**src/rtl/entity_rasterizer_if.sv**
```systemverilog
// entity_rasterizer_if: entity-RAM read port, frame-buffer write port and run control of the rasterizer.
interface entity_rasterizer_if #(
    parameter int FB_AW = 18
);
    logic             start;
    logic [7:0]       entities_number;
    logic [7:0]       address_read_ent;
    logic [20:0]      data_read_ent;
    logic [FB_AW-1:0] fb_addr;
    logic [3:0]       fb_data;
    logic             fb_wren;
    logic             busy;
    logic             done;
    modport master (
        input  start, entities_number, data_read_ent,
        output address_read_ent, fb_addr, fb_data, fb_wren, busy, done
    );
    modport slave (
        output start, entities_number, data_read_ent,
        input  address_read_ent, fb_addr, fb_data, fb_wren, busy, done
    );
endinterface

```
**src/rtl/entity_rasterizer.sv**
```systemverilog
// entity_rasterizer: paints entity-RAM entries 0..count-1 as SIZE x SIZE squares, one pixel per clock.
// Define ENTITY_BORDER_EN to set fb_data[3] on the outline pixels of each square.
module entity_rasterizer #(
    parameter int SIZE      = 48,
    parameter int FB_W      = 480,
    parameter int FB_H      = 480,
    parameter int FB_AW     = 18,
    parameter int SKIP_TYPE = 7
) (
    input logic clk,
    input logic rst_n,
    entity_rasterizer_if.master bus
);
    localparam int CW = (SIZE > 1) ? $clog2(SIZE) : 1;
    localparam logic [CW-1:0]    LAST  = CW'(SIZE - 1);
    localparam logic [9:0]       W10   = 10'(FB_W);
    localparam logic [9:0]       H10   = 10'(FB_H);
    localparam logic [2:0]       SKIP  = 3'(SKIP_TYPE);
    localparam logic [FB_AW-1:0] FBW_A = FB_AW'(FB_W);

    typedef enum logic [2:0] {IDLE, FETCH, WAIT, DRAW, DONE} state_t;

    state_t           state_q, state_d;
    logic [7:0]       count_q, count_d, idx_q, idx_d, addr_q, addr_d;
    logic [20:0]      ent_q, ent_d;
    logic [CW-1:0]    dx_q, dx_d, dy_q, dy_d;
    logic [FB_AW-1:0] fb_addr_q, fb_addr_d;
    logic [3:0]       fb_data_q, fb_data_d;
    logic             fb_wren_q, fb_wren_d, done_q, done_d;
    logic [9:0]       px, py;
    logic             hit, brd, last_x, last_y;

    // 10-bit sums so that positions near 511 clip instead of wrapping onto the board
    assign px     = 10'(ent_q[8:0]) + 10'(dx_q);
    assign py     = 10'(ent_q[17:9]) + 10'(dy_q);
    assign last_x = dx_q == LAST;
    assign last_y = dy_q == LAST;
    assign hit    = (state_q == DRAW) && (px < W10) && (py < H10) && (ent_q[20:18] != SKIP);
`ifdef ENTITY_BORDER_EN
    assign brd = (dx_q == '0) || last_x || (dy_q == '0) || last_y;
`else
    assign brd = 1'b0;
`endif

    always_comb begin
        state_d   = state_q;
        count_d   = count_q;
        idx_d     = idx_q;
        addr_d    = addr_q;
        ent_d     = ent_q;
        dx_d      = dx_q;
        dy_d      = dy_q;
        fb_wren_d = hit;
        fb_addr_d = hit ? FB_AW'(py) * FBW_A + FB_AW'(px) : fb_addr_q;
        fb_data_d = hit ? {brd, ent_q[20:18]} : fb_data_q;
        case (state_q)
            IDLE: if (bus.start) begin
                count_d = bus.entities_number;
                idx_d   = '0;
                addr_d  = '0;
                state_d = (bus.entities_number == 8'd0) ? DONE : FETCH;
            end
            FETCH: state_d = WAIT;
            WAIT: begin
                ent_d   = bus.data_read_ent;
                dx_d    = '0;
                dy_d    = '0;
                state_d = DRAW;
            end
            DRAW: begin
                dx_d = last_x ? '0 : dx_q + 1'b1;
                dy_d = last_x ? dy_q + 1'b1 : dy_q;
                if (last_x && last_y) begin
                    state_d = (idx_q == count_q - 8'd1) ? DONE : FETCH;
                    idx_d   = idx_q + 8'd1;
                    addr_d  = idx_q + 8'd1;
                end
            end
            DONE:    state_d = IDLE;
            default: state_d = IDLE;
        endcase
        done_d = state_d == DONE;
    end

    always_ff @(posedge clk or negedge rst_n) begin
        if (!rst_n) begin
            state_q   <= IDLE;
            count_q   <= '0;
            idx_q     <= '0;
            addr_q    <= '0;
            ent_q     <= '0;
            dx_q      <= '0;
            dy_q      <= '0;
            fb_addr_q <= '0;
            fb_data_q <= '0;
            fb_wren_q <= 1'b0;
            done_q    <= 1'b0;
        end else begin
            state_q   <= state_d;
            count_q   <= count_d;
            idx_q     <= idx_d;
            addr_q    <= addr_d;
            ent_q     <= ent_d;
            dx_q      <= dx_d;
            dy_q      <= dy_d;
            fb_addr_q <= fb_addr_d;
            fb_data_q <= fb_data_d;
            fb_wren_q <= fb_wren_d;
            done_q    <= done_d;
        end
    end

    assign bus.address_read_ent = addr_q;
    assign bus.fb_addr          = fb_addr_q;
    assign bus.fb_data          = fb_data_q;
    assign bus.fb_wren          = fb_wren_q;
    assign bus.busy             = state_q != IDLE;
    assign bus.done             = done_q;
endmodule

```
**src/flat_wrapper.sv**
```systemverilog
// flat-port wrapper written by rule: the top's interface ports become plain ports
module entity_rasterizer_flat 
#(
    parameter int SIZE      = 48,
    parameter int FB_W      = 480,
    parameter int FB_H      = 480,
    parameter int FB_AW     = 18,
    parameter int SKIP_TYPE = 7
)
  (clk, rst_n, bus_start, bus_entities_number, bus_data_read_ent, bus_address_read_ent, bus_fb_addr, bus_fb_data, bus_fb_wren, bus_busy, bus_done);
  entity_rasterizer_if #(.FB_AW(FB_AW)) bus_i ();
  input logic clk;
  input logic rst_n;
  input wire logic [$bits(bus_i.start)-1:0] bus_start;
  input wire logic [$bits(bus_i.entities_number)-1:0] bus_entities_number;
  input wire logic [$bits(bus_i.data_read_ent)-1:0] bus_data_read_ent;
  output wire logic [$bits(bus_i.address_read_ent)-1:0] bus_address_read_ent;
  output wire logic [$bits(bus_i.fb_addr)-1:0] bus_fb_addr;
  output wire logic [$bits(bus_i.fb_data)-1:0] bus_fb_data;
  output wire logic [$bits(bus_i.fb_wren)-1:0] bus_fb_wren;
  output wire logic [$bits(bus_i.busy)-1:0] bus_busy;
  output wire logic [$bits(bus_i.done)-1:0] bus_done;
  assign bus_i.start = bus_start;
  assign bus_i.entities_number = bus_entities_number;
  assign bus_i.data_read_ent = bus_data_read_ent;
  assign bus_address_read_ent = bus_i.address_read_ent;
  assign bus_fb_addr = bus_i.fb_addr;
  assign bus_fb_data = bus_i.fb_data;
  assign bus_fb_wren = bus_i.fb_wren;
  assign bus_busy = bus_i.busy;
  assign bus_done = bus_i.done;
  entity_rasterizer #(.SIZE(SIZE), .FB_W(FB_W), .FB_H(FB_H), .FB_AW(FB_AW), .SKIP_TYPE(SKIP_TYPE)) u_core (.clk(clk), .rst_n(rst_n), .bus(bus_i));
endmodule
```
**config.mk**
```make
export PLATFORM = sky130hd
export DESIGN_NAME = entity_rasterizer_flat
export DESIGN_NICKNAME = d
export VERILOG_FILES = /design/src/rtl/entity_rasterizer_if.sv /design/src/rtl/entity_rasterizer.sv /design/src/flat_wrapper.sv
export SDC_FILE = /design/constraint.sdc
export NUM_CORES = 1
export LEC_CHECK = 0
export ABC_AREA = 1
export CORE_AREA = 2 2 109 111
export CTS_BUF_LIST = sky130_fd_sc_hd__clkbuf_4 sky130_fd_sc_hd__clkbuf_8
export DETAILED_ROUTE_END_ITERATION = 12
export DIE_AREA = 0 0 111 113
export HOLD_SLACK_MARGIN = 0.15
export PLACE_DENSITY = 0.71
export SLEW_MARGIN = 15
export SYNTH_ARGS = -nofsm -noshare
export SYNTH_HDL_FRONTEND = slang
export SYNTH_SLANG_ARGS = --single-unit
```
**constraint.sdc**
```tcl
create_clock -name clk -period 8.8 [get_ports clk]
set_clock_uncertainty 0.2 [all_clocks]
set_input_delay 2.2 -clock clk [delete_from_list [all_inputs] [get_ports clk]]
set_output_delay 2.2 -clock clk [all_outputs]
set_load 0.03 [all_outputs]
```
==> key figures <==
Job
  – Max-cap violation count: 0

Cells and area
  – Number of fill cells: 1068
  – Commonest cells after routing, fill and taps aside: 233 x nand2_1, 110 x inv_1, 75 x dfrtp_1, 62 x clkdlybuf4s50_1, 51 x nand3_1
  – Final instance area: 6455 um2
  – N_diodes: 0
  – Post-Route Utilization: 0.5727
  – Final net count: roughly 890
  – Share of cells above drive strength 1: 0.05459
  – Layout area overhead: 16.85%
  – Commonest non-fill, non-tap cell in the layout: nand2_1

Timing
  – Final hold vios: 0
  – Final setup violation count: 0
  – Crit share post-route: 0.5739
  – Measured slew at the worst slew-check pin: between 0.9 and 1 ns
  – Fin crit period: a little over 5 ns
  – Fmax: between 0.15 and 0.2 GHz
  – RSZ-0062 raised after global routing: no
  – Max_slew headroom: 0.3686
  – Setup TNS Final: 0 ns
  – Fin. max-slew vios: 0

Critical path
  – Reg-to-reg critical path startpoint: u_core.dy_q[0]
  – Crit. End Element: flip-flop
  – Worst path required time: a little under 9 ns
  – R2R cell count: 22
  – Crit path DAT: 5.12 ns
  – CP Class: flip-flop to flip-flop
  – Reg2reg end: u_core.bus.fb_addr[17]
  – CP startpoint kind: flip-flop
  – Worst Path Max Fanout: 5
  – R2r setup slk: around 3.8 ns

Floorplanning
  – Total I/O pin count: 65
  – Initial core utilization: 0.4901
  – Die Area: around 13000 um2
  – Num rows: 39
  – Core ar.: 11270 um2
  – Die Y: roughly 110 um
  – Die Wd: 111 um

Clock tree
  – CTS tree: done
  – Hold_buf cts: 0
  – Post-CTS Repair Setup Buffers: 0
  – Num CTS Buffers: 9
  – Clk Latency, worst-skew pair: between 0.3 and 0.4 ns
  – CTS resizes: 0
  – Sink Count: 75
  – H-tree depth: 3
  – Root buffer cell: clkbuf_8
  – Worst-case clock buffer depth: 2
  – Clock Pin Slew Worst Setup and Hold Paths: roughly 0.080 ns

Global routing
  – Global-route wire length before repair: 21270 um
  – Number of antenna violations at the first check in global routing: 0
  – GRT Resource Usage Total: 0.2060
  – Vias in the first global route: about 5000
  – Total congestion overflow: 0
  – Largest net degree at the start of global routing: 76

Detailed routing
  – Routed len/inst: roughly 12 um
  – Routed Antenna Nets: 0
  – Violation count after the first detailed-route iteration: about 270
  – # DRC: 0
  – DRT Pass-1 Iters: 5
  – DR vias: about 4800
  – DR vias/cell: roughly 5.0
  – Final wirelength: approximately 12000 um

Synth
  – Cell area after synthesis: 5524 um2
  – Post-synth net total: 824
  – Mean Syn Cell Area: around 7.5 um2
  – YS warnings: 0
  – Synth cell types: 44
  – Synthesized flop and latch total: 75
  – Ys flop type: dfrtp_1
  – Async set-reset flop share out of synthesis: 1.000
  – EDFF count, synth: 0
  – Cells after Synth: about 740
  – Sequential fraction of the synthesis area: 0.3398

Outcome
  – Status: finished clean

Placement
  – Placed instance area: approximately 6300 um2
  – Port Buffer Count: 63
  – Hpwl dp: roughly 9400 um
  – GPL Wtd Cong: approximately 0.87

Worst hold path
  – Hold Startpoint: u_core.bus.fb_addr[6]
  – Worst hold path type: flip-flop to flip-flop
  – Hold Crit Depth: 2
  – Hold Path End: u_core.bus.fb_addr[6]
[cells by family (layout without fill, tap and decap cells)]
kind of cell             after synthesis  count (layout)  synth area share
AND/OR/NAND/NOR                      382             382            0.2967
flip-flops                            75              75            0.3398
buffers and inverters                123             191           0.08924
multiplexers                           4               4          0.008153
adder cells (fa/ha/maj)               54              54            0.1413
AO/OA/AOI/OAI                         65              65           0.06546
XOR/XNOR                              34              34           0.05867
other                                  1               1         0.0006789
[through the flow]
stage          instances  hold WS, ns  setup slack, ns
2_1_floorplan        738       0.2459            4.137
6_report             949       0.2725            3.750
3_5_place_dp         934       0.2576            3.764
3_3_place_gp         934       0.2590            3.960
5_1_grt              949       0.2981            3.286
4_1_cts              949       0.2745            3.768
[critical path, stage by stage (launching register included)]
cell     delay [ns]
dfrtp_1        0.42
ha_1           0.26
fa_1           0.44
xor2_1         0.35
inv_1          0.15
fa_1           0.52
inv_1          0.06
fa_1           0.51
inv_1          0.06
fa_1           0.50
inv_1          0.04
ha_1           0.33
nand3_1        0.09
nand2_1        0.09
nand2_1        0.07
nand2_1        0.08
nand2_1        0.05
nor2_1         0.16
nand3_1        0.11
nor2_1         0.20
nand4_1        0.11
nand3_1        0.10
nand2_1        0.05
[layer usage]
| metal | part of all wire | track usage |
|---|---|---|
| met1 | 0.44 | 0.2376 |
| met2 | 0.50 | 0.3734 |
| met4 | 0.020 | 0.07667 |
| met5 | 0 | 0 |
| met3 | 0.037 | 0.04874 |
[synthesized netlist by cell type, types with 2 or more instances]
cell type,number,area (um2)
nand2_1,233,874.6
inv_1,110,412.9
dfrtp_1,75,1877
nand3_1,51,255.2
nor2_1,47,176.4
ha_1,40,500.5
a21oi_1,31,155.2
xor2_1,18,157.7
o21ai_0,17,85.08
fa_1,14,280.3
nand4_1,14,87.58
xnor2_1,14,122.6
nor3_1,11,55.05
nand2_2,5,31.28
o22ai_1,5,31.28
buf_4,4,30.03
clkbuf_1,4,15.01
mux2_2,4,45.04
nor2_2,4,25.02
or2_2,3,18.77
a21boi_0,2,15.01
a21o_1,2,15.01
buf_6,2,22.52
inv_2,2,7.510
nand3_2,2,20.02
nand3b_1,2,15.01
nor3b_1,2,15.01
nor4_1,2,12.51
o21bai_1,2,15.01
o31ai_1,2,15.01
[cell type report]
type / instances / area (um2) / area share
clock buffer: 12 / 146.4 / 0.02268
clock inverter: 3 / 40.04 / 0.006203
inverter: 112 / 420.4 / 0.06513
multi-input combinational: 540 / 3157 / 0.4890
sequential: 75 / 1877 / 0.2908
tap: 143 / 178.9 / 0.02772
timing repair buffer: 64 / 635.6 / 0.09847
[sequential cells by signal, summed over array words and instances (netlist names)]
register and flops:
u_core.ent_q 21, u_core.bus.done 1, u_core.bus.fb_addr 18, u_core.dx_q 6, u_core.bus.fb_data 3, u_core.count_q 8, u_core.dy_q 6, u_core.state_q 3
u_core.bus.fb_wren 1, u_core.idx_q 8
[worst max-delay path by stage]
stage               slack, ns                      to            from  cells after the start
global placement         3.96  u_core.bus.fb_addr[17]  u_core.dy_q[0]                     22
detailed placement       3.76  u_core.bus.fb_addr[17]  u_core.dy_q[0]                     22
finish                   3.75  u_core.bus.fb_addr[17]  u_core.dy_q[0]                     22
CTS                      3.77  u_core.bus.fb_addr[17]  u_core.dy_q[0]                     22
global route             3.29  u_core.bus.fb_addr[17]  u_core.dy_q[0]                     23
floorplan                4.14  u_core.bus.fb_addr[17]  u_core.dy_q[0]                     22
Power is left out: the tool's default activity adds up to more than one toggle a clock period on the data nets, which glitch-free logic cannot reach.
